<file path="src/rtl/vga_timing_gen.sv">
// 640x480@60 raster timing: DrawX/DrawY counters plus delayed hs/vs/blank.
// Define VGA_FRAME_CNT_EN to add the 16-bit frame_count output.
module vga_timing_gen #(
   parameter int H_VISIBLE  = 640,
   parameter int H_FP       = 16,
   parameter int H_SYNC     = 96,
   parameter int H_BP       = 48,
   parameter int V_VISIBLE  = 480,
   parameter int V_FP       = 10,
   parameter int V_SYNC     = 2,
   parameter int V_BP       = 33,
   parameter int PIPE_DELAY = 2
) (
   input  logic       vga_clk,
   input  logic       reset_n,
   output logic [9:0] DrawX,
   output logic [9:0] DrawY,
   output logic       hs,
   output logic       vs,
   output logic       blank,
   output logic       frame_start
`ifdef VGA_FRAME_CNT_EN
   ,
   output logic [15:0] frame_count
`endif
);

   localparam int H_TOTAL = H_VISIBLE + H_FP + H_SYNC + H_BP;
   localparam int V_TOTAL = V_VISIBLE + V_FP + V_SYNC + V_BP;

   localparam logic [9:0] H_LAST   = 10'(H_TOTAL - 1);
   localparam logic [9:0] V_LAST   = 10'(V_TOTAL - 1);
   localparam logic [9:0] H_VIS    = 10'(H_VISIBLE);
   localparam logic [9:0] V_VIS    = 10'(V_VISIBLE);
   localparam logic [9:0] HS_START = 10'(H_VISIBLE + H_FP);
   localparam logic [9:0] HS_END   = 10'(H_VISIBLE + H_FP + H_SYNC);
   localparam logic [9:0] VS_START = 10'(V_VISIBLE + V_FP);
   localparam logic [9:0] VS_END   = 10'(V_VISIBLE + V_FP + V_SYNC);

   // idle value of {hs, vs, blank}
   localparam logic [2:0] SYNC_IDLE = 3'b110;

   logic [9:0] h_cnt;
   logic [9:0] v_cnt;
   logic [9:0] h_nxt;
   logic [9:0] v_nxt;
   logic       h_last;
   logic       v_last;
   logic       start_nxt;
   logic       start_q;
   logic       hs_raw;
   logic       vs_raw;
   logic       blank_raw;
   logic [2:0] sync_raw;
   logic [2:0] sync_out;

   always_comb begin
      h_last = (h_cnt == H_LAST);
      v_last = (v_cnt == V_LAST);
      h_nxt  = h_cnt + 10'd1;
      v_nxt  = v_cnt;
      if (h_last) begin
         h_nxt = '0;
         v_nxt = v_last ? '0 : v_cnt + 10'd1;
      end
      start_nxt = (h_nxt == '0) && (v_nxt == '0);
   end

   always_ff @(posedge vga_clk) begin
      if (!reset_n) begin
         h_cnt   <= '0;
         v_cnt   <= '0;
         start_q <= 1'b0;
      end else begin
         h_cnt   <= h_nxt;
         v_cnt   <= v_nxt;
         start_q <= start_nxt;
      end
   end

   always_comb begin
      hs_raw    = !((h_cnt >= HS_START) && (h_cnt < HS_END));
      vs_raw    = !((v_cnt >= VS_START) && (v_cnt < VS_END));
      blank_raw = (h_cnt < H_VIS) && (v_cnt < V_VIS);
      sync_raw  = {hs_raw, vs_raw, blank_raw};
   end

   generate
      if (PIPE_DELAY == 0) begin : g_nodelay
         assign sync_out = sync_raw;
      end else begin : g_delay
         // stage k holds the decode of the counters k+1 clocks ago
         logic [2:0] pipe [PIPE_DELAY];

         always_ff @(posedge vga_clk) begin
            if (!reset_n) begin
               for (int i = 0; i < PIPE_DELAY; i++)
                  pipe[i] <= SYNC_IDLE;
            end else begin
               pipe[0] <= sync_raw;
               for (int i = 1; i < PIPE_DELAY; i++)
                  pipe[i] <= pipe[i-1];
            end
         end

         assign sync_out = pipe[PIPE_DELAY-1];
      end
   endgenerate

   assign DrawX       = h_cnt;
   assign DrawY       = v_cnt;
   assign hs          = sync_out[2];
   assign vs          = sync_out[1];
   assign blank       = sync_out[0];
   assign frame_start = start_q;

`ifdef VGA_FRAME_CNT_EN
   logic [15:0] frame_cnt;

   always_ff @(posedge vga_clk) begin
      if (!reset_n)
         frame_cnt <= '0;
      else if (start_nxt)
         frame_cnt <= frame_cnt + 16'd1;
   end

   assign frame_count = frame_cnt;
`endif

endmodule

</file>
<file path="config.mk">
export PLATFORM = sky130hd
export DESIGN_NAME = vga_timing_gen
export DESIGN_NICKNAME = d
export VERILOG_FILES = /design/src/rtl/vga_timing_gen.sv
export SDC_FILE = /design/constraint.sdc
export NUM_CORES = 1
export LEC_CHECK = 0
export BUFFER_PORTS_ARGS = -buffer_cell sky130_fd_sc_hd__clkbuf_2
export CAP_MARGIN = 10
export CORE_ASPECT_RATIO = 1.25
export CORE_MARGIN = 4
export CORE_UTILIZATION = 50
export CTS_CLUSTER_SIZE = 12
export DETAILED_ROUTE_END_ITERATION = 6
export PLACE_DENSITY = 0.69
export SYNTH_ARGS = -nofsm -noshare
export SYNTH_HDL_FRONTEND = slang
export SYNTH_SLANG_ARGS = --single-unit
</file>
<file path="constraint.sdc">
create_clock -name vga_clk -period 7.3 [get_ports vga_clk]
set_clock_uncertainty 0.2 [all_clocks]
set_input_delay 0.73 -clock vga_clk [delete_from_list [all_inputs] [get_ports vga_clk]]
set_output_delay 0.73 -clock vga_clk [all_outputs]
set_load 0.05 [all_outputs]
</file>
# After elaboration in Yosys (flattened, before gate mapping)
# Memories as Yosys holds them, arrays and structs flattened.
# Cells that the tools add are included.
dict set report classes {
  addsub 2
  n_lt_le_gt_ge 6
  n_eq_ne 2
  n_mux 7
  bitwise_logic 2
  n_reduce_logical 8
}
# op n
set op_table {}
lappend op_table {{$mux 10} 3}
lappend op_table {{$add 10x1->10 const B} 2}
lappend op_table {{$eq 10x10->1 const B} 2}
lappend op_table {{$logic_not 10->1} 2}
lappend op_table {{$lt 10x10->1 const B} 2}
lappend op_table {{$lt 10x9->1 const B} 2}
lappend op_table {{$ge 10x10->1 const B} 1}
lappend op_table {{$ge 10x9->1 const B} 1}
lappend op_table {{$mux 3} 2}
lappend op_table {{$logic_and 1x1->1} 4}
lappend op_table {{$logic_not 1->1} 2}
lappend op_table {{$mux 1} 2}
lappend op_table {{$or 1x1->1} 2}
dict set report word_totals {
  regBits 21
  ram_bits 6
  inputBits 2
  output_inout_bits 24
  wordCells 31
  mem_count 1
}
# memory words width read_ports rd_ports_with_merged_regs write_ports line_no
set memory_table {}
lappend memory_table {g_delay.pipe 2 3 2 0 2 93} ;# logic [2:0] pipe [PIPE_DELAY];

# Logic depth before layout (Yosys ltp)
# Gate-level depths: netlist of the first run.
dict set report logic_depth {
  word_depth 5
  ltp_mapped 9
}

# Worst setup path after synthesis of the first run
# OpenSTA, ideal clock, no wires.
dict set report synth_path {
  path_type {register to register}
  startpoint {reg v_cnt[0] (netlist: DrawY[0])}
  endpoint {reg start_q (netlist: frame_start)}
  setup_ns 0.088
  t_arrival_ns 2.341
  path_slack_ns 4.671
  path_stages_with_launch 9
  synth_period_minus_slack_ns 2.629
  path_cell_list {dfxtp_1 > inv_1 > ha_1 > or4b_4 > or4_4 > nand2_2 > o21ai_1 > o32a_1 > nor4_2}
}
dict set report synth_between {
  elab_chain_len 5
}
# element line_no
set synth_lines {}
lappend synth_lines {{start, declared} 44} ;# logic [9:0] v_cnt;
lappend synth_lines {{start signal, assigned} 76} ;# v_cnt <= v_nxt;
lappend synth_lines {{$add 10x1->10 or $eq 10x10->1 (tied branches)} {64, 59}}
lappend synth_lines {{$mux 10} 64} ;# v_nxt = v_last ? '0 : v_cnt + 10'd1;
lappend synth_lines {{$mux 10 (*)} 62} ;# if (h_last) begin
lappend synth_lines {{$logic_not 10->1 (*)} 66} ;# start_nxt = (h_nxt == '0) && (v_nxt == '0);
lappend synth_lines {{$logic_and 1x1->1 (*)} 66}
lappend synth_lines {{end signal, assigned} 77} ;# start_q <= start_nxt;
lappend synth_lines {{end, declared} 50} ;# logic start_q;
# Every way passes the cells marked *; elsewhere a longest branch is shown, timed or not.
# A chain may end at the register's enable or synchronous reset.

# Worst setup path in the final report of the first run
dict set report layout_path {
  startpoint {reg h_cnt[0] (netlist: DrawX[0])}
  endpoint {reg start_q (netlist: frame_start)}
}
dict set report layout_between {
  elab_chain_len 4
}
# element line_no
set layout_lines {}
lappend layout_lines {{start, declared} 43} ;# logic [9:0] h_cnt;
lappend layout_lines {{start signal, assigned} 75} ;# h_cnt <= h_nxt;
lappend layout_lines {{$add 10x1->10 or $eq 10x10->1 (tied branches)} {60, 58}}
lappend layout_lines {{$mux 10} 62}
lappend layout_lines {{$logic_not 10->1} 66}
lappend layout_lines {{$logic_and 1x1->1 (*)} 66}
# Marks and branches as above.

==> metrics, run 1 <==
Post CTS Setup Buffer Count 0; sequential share of the synthesized area 35.9%; nets 207; number of port buffers 25; via count of the first global-routing pass 1,213; die area 3960 µm²; switching power total 57.8 µW; number of H-tree levels 1; Tot GR Track Use 16.8%; warning count from the yosys run 0; Slowest cell on crit path or4_1; weighted congestion at the end of routability-driven global placement just under 0.9; Cells after Synth about 180; maximum number of pins on one net before global-route repair 25; initial antenna violation count 0; Final Max Slew Viols 0; First DRT Iteration DRCs 28; clock transition time at the flip-flop clock pins of the worst setup and hold paths about 0.15 ns; Remaining Overflow, GRT 0; ant diodes 0; via count 1,372; clock network latency to the later pin of the worst-skew pair ~0.33 ns; Mapped Nets 190; Internal Power 174 µW; Hold Slack roughly 0.22 ns; outcome finished, final reports clean; CTS Sinks 27; first-pass GRT wire length 5.49 mm; placeable core region 2920 µm²; initial core utilization 51.6%; worst vdd rail ir drop 0.0000835 V; width of the chip around 57 µm; Crit Path Class flop to flop; kind of start point of the critical path flop; worst-path cell chain ha_1, and4_1, nand3_1, or4_1, a21oi_1, a41oi_1, nor4_2; shortest clock period the worst path allows after layout between 2 and 3 ns; count of hold buffers inserted by post-cts repair 0; clock root buffer master clkbuf_4; most common flop cell mapped by yosys dfxtp_1; combinational power share 5.9%; Largest stage delay, worst path 0.65 ns; Power per Cell Area 140 nW/µm²; max capacitance violation total 0; switching part of the total 24.9%; total clock buffers created by CTS 3; unique cell type count in the Yosys netlist 45; sequential share of power between 60% and 70%; final sum of negative setup slack 0 ns; length in cells of the worst reg-to-reg path 7; fmax approximately 0.35 GHz; clock network fraction of total power 28.8%; Worst R2R Setup Slack ~4.4 ns; synthesized flop and latch total 27; most common cell after layout, fill and taps aside dfxtp_1; area added between synthesis and finish 10.0%; worst rel slew slack 54.9%; number of antenna-violating nets in the routed design 0; Leak Pwr 0.629 nW; count of flip-flops with a built-in enable after synthesis 0; unrepaired setup endpoints after global routing no; number of buffers on the longest clock path 2; path class of the lowest-slack min-delay path flop to flop; post-route DRC violation count 0; worst path required time 7.36 ns; final hold vios 0; detailed-placement wirelength estimate 2.36 mm; final clock period utilization by the worst path 39.3%; placement row count 22; Worst setup startpoint DrawX[0]$_SDFF_PN0_; clock tree from TritonCTS yes; data arrival time of the worst path 2.93 ns; I/O pin count 26; reg-to-reg endpoint frame_start$_SDFF_PN0_; highest-count cells in the layout ignoring fill and taps 27 x dfxtp_1, 25 x clkbuf_2, 14 x o21ai_0; CTS resizes 0; drt wl/cell 13.9 µm; total length of routed wires 3.27 mm; final number of setup-violating endpoints 0; capturing element type of the critical path flop; Async SR Flop Fraction 0%; peak fanout along the critical path 20; layout cell share with drive strength beyond 1 17.1%; via density per instance 5.84; die height 69.4 µm; Syn Std Cell Area between 1500 and 2000 µm²; Post-Synthesis Mean Instance Area a little over 8 µm²; actual slew at the worst max-slew pin 0.674 ns; worst setup path end frame_start$_SDFF_PN0_; drt pass-1 iters 4; start of the worst register-to-register path DrawX[0]$_SDFF_PN0_
## cells by family after synthesis
family | synth area share [%]
AOI/OAI and AO/OA | 16.0
and+or+nand+nor | 32.8
DFF | 35.9
xor gates and xnor gates | 6.40
adders and majority gates | 4.15
buffers and inverters | 4.73
## cells in the mapped netlist (2+ instances only)
master | count | area [µm²]
a21boi_0 | 4 | 30.0
a21oi_1 | 7 | 35.0
and2_1 | 11 | 68.8
and3_1 | 6 | 37.5
and4_1 | 3 | 26.3
clkbuf_1 | 13 | 48.8
dfxtp_1 | 27 | 541
ha_1 | 5 | 62.6
inv_1 | 6 | 22.5
nand2_1 | 11 | 41.3
nand2b_1 | 4 | 25.0
nand3_1 | 11 | 55.1
nand3b_1 | 2 | 15.0
nand4_1 | 4 | 25.0
nor2_1 | 12 | 45.0
nor3_1 | 2 | 10.0
nor4_2 | 2 | 25.0
o21ai_0 | 14 | 70.1
or3_1 | 3 | 18.8
or4_1 | 2 | 15.0
xnor2_1 | 9 | 78.8
xor2_1 | 2 | 17.5
## critical path: cells and delay by family, from the launching register on
family / cells / cell delay (ns)
compound gates: 2 / 0.23
flops: 1 / 0.43
fa+ha+maj: 1 / 0.25
simple gates: 4 / 1.69
## power by group through the flow
| stage | clock [mW] | sequential, mW | combinational, mW |
|---|---|---|---|
| final | 0.0667 | 0.151 | 0.0136 |
| after global routing | 0.0749 | 0.152 | 0.0148 |
| after CTS | 0.0690 | 0.151 | 0.0138 |
| after detailed placement | 0 | 0.155 | 0.0138 |
| after global placement | 0 | 0.154 | 0.0138 |
| after floorplan | 0 | 0.160 | 0.00471 |
## stage by stage
step | std cells | instance area, µm² | utilization (%) | setup WS, ns | power (mW)
after global routing | 235 | 1660 | 56.8 | 4.16 | 0.242
after CTS | 235 | 1660 | 56.8 | 4.45 | 0.234
after detailed placement | 231 | 1630 | 55.8 | 4.48 | 0.169
after floorplan | 183 | 1510 | - | 4.67 | 0.165
final | 235 | 1660 | 56.8 | 4.43 | 0.232
after global placement | 231 | 1630 | 55.8 | 4.62 | 0.168
## how the worst min path moves through the flow
| stage | from | to | depth (start not counted) |
|---|---|---|---|
| floorplan | g_delay.pipe[0][1]$_SDFF_PN1_ | g_delay.pipe[0][4]$_SDFF_PN1_ | 1 |
| global placement | g_delay.pipe[0][2]$_SDFF_PN1_ | g_delay.pipe[0][5]$_SDFF_PN1_ | 1 |
| detailed placement | g_delay.pipe[0][1]$_SDFF_PN1_ | g_delay.pipe[0][4]$_SDFF_PN1_ | 1 |
| CTS | g_delay.pipe[0][1]$_SDFF_PN1_ | g_delay.pipe[0][4]$_SDFF_PN1_ | 1 |
| global route | g_delay.pipe[0][1]$_SDFF_PN1_ | g_delay.pipe[0][4]$_SDFF_PN1_ | 1 |
| finish | g_delay.pipe[0][1]$_SDFF_PN1_ | g_delay.pipe[0][4]$_SDFF_PN1_ | 1 |
## state kept, by name (all words and copies together), names as in the netlist
name          flops
DrawX            10
DrawY            10
g_delay.pipe      6
frame_start       1
## per-layer routing
layer	wire length, µm	track usage (%)	share of wire, %
met3	178	2.61	5.5
met4	39	3.87	1.2
met5	0	0	0
met2	1520	28.3	47
met1	1520	22.1	47
## area by class of cell
type	instances	area (µm²)
clock buffers	3	22.5
repair buffers	25	125
multi-input cells	137	895
fillers	310	1260
flip-flops and latches	27	541
clock inverters	1	7.51
well taps	36	45.0
inverters	6	22.5
(Power assumes the default switching activity.)
==> inputs of run 2 (changes only) <==
- CORE_UTILIZATION: 50 -> 49
- PLACE_DENSITY: 0.69 -> 0.71
- clock period: 7.3 -> 2.4 ns (I/O delays scaled with it)
==> run 2 against run 1 <==
Via count is 5.6% higher. Utilization is 4.1 points higher. First-iteration DRC count is 64% higher. Critical path depth is 1 higher. Design area is 8.3% higher. Setup slack worse by 4.4 ns. Power grew to 3.1 times the previous value. Sequential power grew to 3.0 times the previous value. Largest power group unchanged. Highest routed layer unchanged.
==> metrics, run 2 (same netlist as run 1, synthesis figures left out) <==
reg-to-reg endpoint frame_start$_SDFF_PN0_; switching power total 178 µW (+210%); drt wl/cell 14.5 µm (+4.0%); length in cells of the worst reg-to-reg path 8 (+1); placeable core region 2950 µm² (+0.94%); Crit Path Class flop to flop; clock root buffer master clkbuf_4; number of port buffers 25 (unchanged); via count 1,449 (+5.6%); final non-filler cell area 1800 µm² (+8.3%); worst path required time 2.45 ns (-4.91 ns); total clock buffers created by CTS 3 (unchanged); layout cell share with drive strength beyond 1 28.4% (+11 points); clock network latency to the later pin of the worst-skew pair 0.32 ns (about the same); final hold vios 0 (unchanged); final clock period utilization by the worst path 98.1% (+59 points); number of H-tree levels 1 (unchanged); maximum number of pins on one net before global-route repair 25 (unchanged); Power per Cell Area 394 nW/µm² (+180%); clock transition time at the flip-flop clock pins of the worst setup and hold paths 0.15 ns (about the same); peak fanout along the critical path 4 (-80%); instance area at placement 1760 µm² (+8.3%); nets 223 (+7.7%); drt pass-1 iters 5 (+1); post-route DRC violation count 0 (unchanged); Hold Slack 0.167 ns (-0.0549 ns); area added between synthesis and finish 19.2%; sequential share of power 65.0% (-0.3 points); highest-count cells in the layout ignoring fill and taps 25 x clkbuf_2, 19 x dfxtp_1, 16 x buf_4; I/O pin count 26 (unchanged); CTS Sinks 27 (unchanged); cell depth of the worst min-delay path 2 (+1); worst rel slew slack 69.9% (+15 points); endpoint of the worst hold-timing path g_delay.pipe[0][4]$_SDFF_PN1_; Post CTS Setup Buffer Count 0 (unchanged); total instance count after detailed placement 247 (+6.9%); count of hold buffers inserted by post-cts repair 0 (unchanged); detailed-placement wirelength estimate 2.74 mm (+16%); unrepaired setup endpoints after global routing yes; combinational power share 6.0% (about the same); worst vdd rail ir drop 0.000375 V (+350%); actual slew at the worst max-slew pin 0.446 ns (-0.228 ns); number of buffers on the longest clock path 2 (unchanged); path class of the lowest-slack min-delay path primary input to flop; switching part of the total 25.1% (+0.20 points); shortest clock period the worst path allows after layout 2.36 ns (-0.515 ns); start of the worst register-to-register path DrawY[0]$_SDFF_PN0_; final number of setup-violating endpoints 0 (unchanged); outcome finished, final reports clean; via count of the first global-routing pass 1,249 (+3.0%); launch point of the worst hold path reset_n; non-filler cells in the finished layout 251 (+6.8%); die area 4030 µm² (+1.8%); clock tree from TritonCTS yes; initial core utilization 51.1% (-0.48 points); Remaining Overflow, GRT 0 (unchanged); Leak Pwr 0.718 nW (+14%); first-pass GRT wire length 5.89 mm (+7.3%); die height 70.0 µm (+0.89%); ant diodes 0 (unchanged); max capacitance violation total 0 (unchanged); width of the chip 57.6 µm (+0.88%); weighted congestion at the end of routability-driven global placement 0.882 (+1.0%); Tot GR Track Use 18.0% (+1.2 points); most common cell after layout, fill and taps aside clkbuf_2; kind of start point of the critical path flop; capturing element type of the critical path flop; placement row count 22 (unchanged); Internal Power 529 µW (+200%); data arrival time of the worst path 2.40 ns (-0.53 ns); final core utilization 61.0% (+4.1 points); First DRT Iteration DRCs 46 (+64%); number of antenna-violating nets in the routed design 0 (unchanged); Worst R2R Setup Slack 0.04 ns (-4.39 ns); total length of routed wires 3.63 mm (+11%); clock network fraction of total power 29.0% (+0.2 points); fmax 0.425 GHz (+22%); Final Max Slew Viols 0 (unchanged); via density per instance 5.77 (-1.1%); initial antenna violation count 0 (unchanged)
[run 2: cell count changes in the layout (fill, tap and decap cells not counted), moves of 2 or more]
cell     previous run  this run
inv_2               0         2
dfxtp_4             0         2
dfxtp_1            27        19
buf_4               0        16
dfxtp_2             0         6
inv_1               6         4
[run 2: layer usage]
layer / wire length, µm / part of all wire [%] / vias to the layer above / GRT usage (%)
li1: - / - / 721 / -
met1: 1630 / 45 / 680 / 23.2
met2: 1750 / 48 / 44 / 30.4
met3: 197 / 5.4 / 4 / 2.96
met4: 53 / 1.5 / 0 / 4.64
met5: 0 / 0 / - / 0
[run 2: worst max-delay path, stage by stage, from the launching register on]
cell and delay, ns:
dfxtp_4 0.39, inv_2 0.05, ha_1 0.13, or4b_4 0.47, or4_4 0.48, nand2_2 0.09
o21ai_1 0.07, o32a_1 0.20, nor4_2 0.21
[run 2: how the worst max path moves through the flow]
stage / from / to / slack, ns / cells after the start
3_5_place_dp: DrawY[0]$_SDFF_PN0_ / frame_start$_SDFF_PN0_ / -0.01 / 7
4_1_cts: DrawY[0]$_SDFF_PN0_ / frame_start$_SDFF_PN0_ / 0.05 / 8
3_3_place_gp: DrawY[0]$_SDFF_PN0_ / DrawY[3]$_SDFF_PN0_ / 0.05 / 7
5_1_grt: DrawY[0]$_SDFF_PN0_ / frame_start$_SDFF_PN0_ / -0.05 / 7
6_report: DrawY[0]$_SDFF_PN0_ / frame_start$_SDFF_PN0_ / 0.04 / 8
2_1_floorplan: DrawY[0]$_SDFF_PN0_ / DrawY[3]$_SDFF_PN0_ / -0.007 / 7
[run 2: timing repair]
item,4_1_cts,5_1_grt
endpoints found under the setup margin,2,1
resized for setup,1,0
pin swaps,1,0
[run 2: layout make-up]
type | count | area (µm²)
timing repair buffer | 41 | 245
clock inverter | 1 | 6.26
clock buffer | 3 | 22.5
fill | 280 | 1150
tap | 36 | 45.0
sequential | 27 | 556
multi-input combinational | 137 | 898
inverter | 6 | 22.5
[run 2: stage by stage]
stage                     total power [mW]  worst slack [ns]  setup TNS, ns
after floorplan                      0.500          -0.00722        -0.0105
after global placement               0.511            0.0471              0
after detailed placement             0.512           -0.0138        -0.0138
after CTS                            0.715            0.0473              0
after global routing                 0.736           -0.0547        -0.0547
final                                0.707            0.0449              0
[run 2: power by group through the flow]
stage	registers, mW	clock network (mW)	logic [mW]
2_1_floorplan	0.486	0	0.0143
3_3_place_gp	0.468	0	0.0425
3_5_place_dp	0.469	0	0.0432
4_1_cts	0.459	0.212	0.0432
5_1_grt	0.461	0.229	0.0466
6_report	0.459	0.205	0.0427
==> inputs of run 3 (changes only) <==
- CORE_ASPECT_RATIO: 1.25 -> unset
==> run 3 against run 2 <==
The run now ends with negative setup slack left. Register-to-register slack worse by 0.05 ns. Critical path depth unchanged. Die area shrank 0.14%. Combinational power barely moved. Via count is 0.83% higher. Critical endpoint unchanged. Highest routed layer unchanged.
==> metrics, run 3 (same netlist as run 1, synthesis figures left out) <==
first-pass GRT wire length 6.27 mm (+6.4%); max capacitance violation total 0 (unchanged); number of buffers on the longest clock path 2 (unchanged); cell depth of the worst setup path 8 (unchanged); fmax 0.416 GHz (-2.1%); switching power total 181 µW (+2.0%); peak fanout along the critical path 3 (-1); ant diodes 0 (unchanged); via density per instance 5.87 (+1.6%); area added between synthesis and finish 22.8%; post-route DRC violation count 0 (unchanged); highest-count cells in the layout ignoring fill and taps 25 x clkbuf_2, 19 x dfxtp_1, 19 x buf_4; die area 4030 µm² (-0.14%); actual slew at the worst max-slew pin 0.508 ns (+0.0623 ns); via count of the first global-routing pass 1,373 (+9.9%); nets 226 (+1.3%); final number of setup-violating endpoints 1 (+1); Worst R2R Setup Slack -0.006 ns (-0.05 ns); width of the chip 63.4 µm (+10%); data arrival time of the worst path 2.46 ns (+0.06 ns); Largest stage delay, worst path 0.49 ns (about the same); via count 1,461 (+0.83%); Worst setup startpoint DrawY[0]$_SDFF_PN0_; length in cells of the worst reg-to-reg path 8 (unchanged); detailed-placement wirelength estimate 2.89 mm (+5.3%); worst setup path end frame_start$_SDFF_PN0_; layout cell share with drive strength beyond 1 30.3% (+1.9 points); clock root buffer master clkbuf_4; worst vdd rail ir drop 0.000210 V (-44%); crit path buf inv count 1 (unchanged); total clock buffers created by CTS 3 (unchanged); most common cell after layout, fill and taps aside clkbuf_2; Slowest cell on crit path or4b_4; clock network fraction of total power 29.4% (+0.4 points); Hold Slack 0.131 ns (-0.0361 ns); maximum number of pins on one net before global-route repair 25 (unchanged); Leak Pwr 0.738 nW (+2.8%); Power per Cell Area 384 nW/µm² (-2.4%); initial antenna violation count 0 (unchanged); Tot GR Track Use 18.8% (+0.87 points); First DRT Iteration DRCs 123 (+170%); reg-to-reg endpoint frame_start$_SDFF_PN0_; worst path required time 2.45 ns (about the same); outcome finished, violations left; drt pass-1 iters 4 (-1); total length of routed wires 3.84 mm (+5.7%); die height 63.4 µm (-9.4%); final clock period utilization by the worst path 100% (+2.1 points); I/O pin count 26 (unchanged); clock network latency to the later pin of the worst-skew pair 0.33 ns (about the same); placeable core region 2850 µm² (-3.1%); initial core utilization 52.8% (+1.7 points); final hold vios 0 (unchanged); start of the worst register-to-register path DrawY[0]$_SDFF_PN0_; drt wl/cell 15.4 µm (+6.6%); number of port buffers 25 (unchanged); unrepaired setup endpoints after global routing yes; count of hold buffers inserted by post-cts repair 0 (unchanged); CTS Sinks 27 (unchanged); worst rel slew slack 65.7% (-4.2 points); number of antenna-violating nets in the routed design 0 (unchanged); clock tree from TritonCTS yes; violated checks negative setup slack; Remaining Overflow, GRT 0 (unchanged); Internal Power 530 µW (about the same); worst-path cell chain inv_2, ha_4, or4b_4, or4_4, nand2_2, o21ai_1, o32a_1, nor4_2; weighted congestion at the end of routability-driven global placement 0.949 (+7.5%); family with the most delay on the worst path simple AND/OR/NAND/NOR gates; final sum of negative setup slack -0.00595 ns (-0.00595 ns); number of H-tree levels 1 (unchanged); Final Max Slew Viols 0 (unchanged); kind of start point of the critical path flop; clock transition time at the flip-flop clock pins of the worst setup and hold paths 0.16 ns (about the same); combinational power share 6.0% (about the same); capturing element type of the critical path flop; Crit Path Class flop to flop; placement row count 19 (-14%); setup slack after layout -0.00595 ns (-0.0508 ns); sequential share of power 64.6% (-0.4 points); shortest clock period the worst path allows after layout 2.41 ns (+0.0508 ns); switching part of the total 25.5% (+0.36 points); path class of the lowest-slack min-delay path primary input to flop
[run 3: cell count changes in the layout (fill, tap and decap cells not counted)]
cell	change
a21oi_2	-1
a21oi_4	+1
buf_4	+3
ha_1	-1
ha_4	+1
inv_2	-1
inv_4	+1
nor4_2	-1
nor4_4	+1
nor4b_1	-1
nor4b_2	+1
[run 3: timing repair]
action | in CTS | in global routing
resized for setup | 2 | 5
buffers inserted | 1 | 0
pin swaps | 1 | 1
setup endpoints to repair | 2 | 2
[run 3: final cells by class]
type,instances,area (µm²)
inverters,6,25.0
clock inverters,1,6.26
flip-flops and latches,27,556
well taps,31,38.8
clock buffers,3,22.5
multi-input cells,137,933
fillers,253,1000
repair buffers,44,268
[run 3: routing by layer]
metal / GRT usage (%) / vias up / wire length [µm]
li1: - / 720 / -
met1: 24.6 / 680 / 1760
met2: 31.6 / 51 / 1810
met3: 3.20 / 10 / 169
met4: 5.66 / 0 / 99
met5: 0 / - / 0
[run 3: how the worst min path moves through the flow]
| stage | startpoint | slack, ns | cells past startpoint | endpoint |
|---|---|---|---|---|
| 2_1_floorplan | g_delay.pipe[0][1]$_SDFF_PN1_ | 0.19 | 1 | g_delay.pipe[0][4]$_SDFF_PN1_ |
| 3_3_place_gp | g_delay.pipe[0][2]$_SDFF_PN1_ | 0.19 | 1 | g_delay.pipe[0][5]$_SDFF_PN1_ |
| 3_5_place_dp | g_delay.pipe[0][1]$_SDFF_PN1_ | 0.20 | 1 | g_delay.pipe[0][4]$_SDFF_PN1_ |
| 4_1_cts | reset_n | 0.15 | 2 | g_delay.pipe[0][4]$_SDFF_PN1_ |
| 5_1_grt | reset_n | 0.17 | 2 | g_delay.pipe[0][4]$_SDFF_PN1_ |
| 6_report | reset_n | 0.13 | 2 | g_delay.pipe[0][4]$_SDFF_PN1_ |
[run 3: power groups by stage]
stage          clock network, mW  registers (mW)  logic (mW)
2_1_floorplan                  0           0.486      0.0143
3_3_place_gp                   0           0.468      0.0427
3_5_place_dp                   0           0.469      0.0432
4_1_cts                    0.206           0.459      0.0435
5_1_grt                    0.238           0.461      0.0464
6_report                   0.209           0.459      0.0430
[run 3: per-stage QoR]
step / area (µm²) / util (%) / total power [mW] / std cells / worst slack [ns]
2_1_floorplan: 1520 / - / 0.500 / 183 / -0.00722
3_3_place_gp: 1770 / 62.1 / 0.511 / 244 / 0.0727
3_5_place_dp: 1770 / 62.1 / 0.512 / 244 / -0.0989
4_1_cts: 1820 / 63.7 / 0.709 / 249 / -0.0119
5_1_grt: 1850 / 64.8 / 0.745 / 249 / -0.0657
6_report: 1850 / 64.8 / 0.711 / 249 / -0.00595
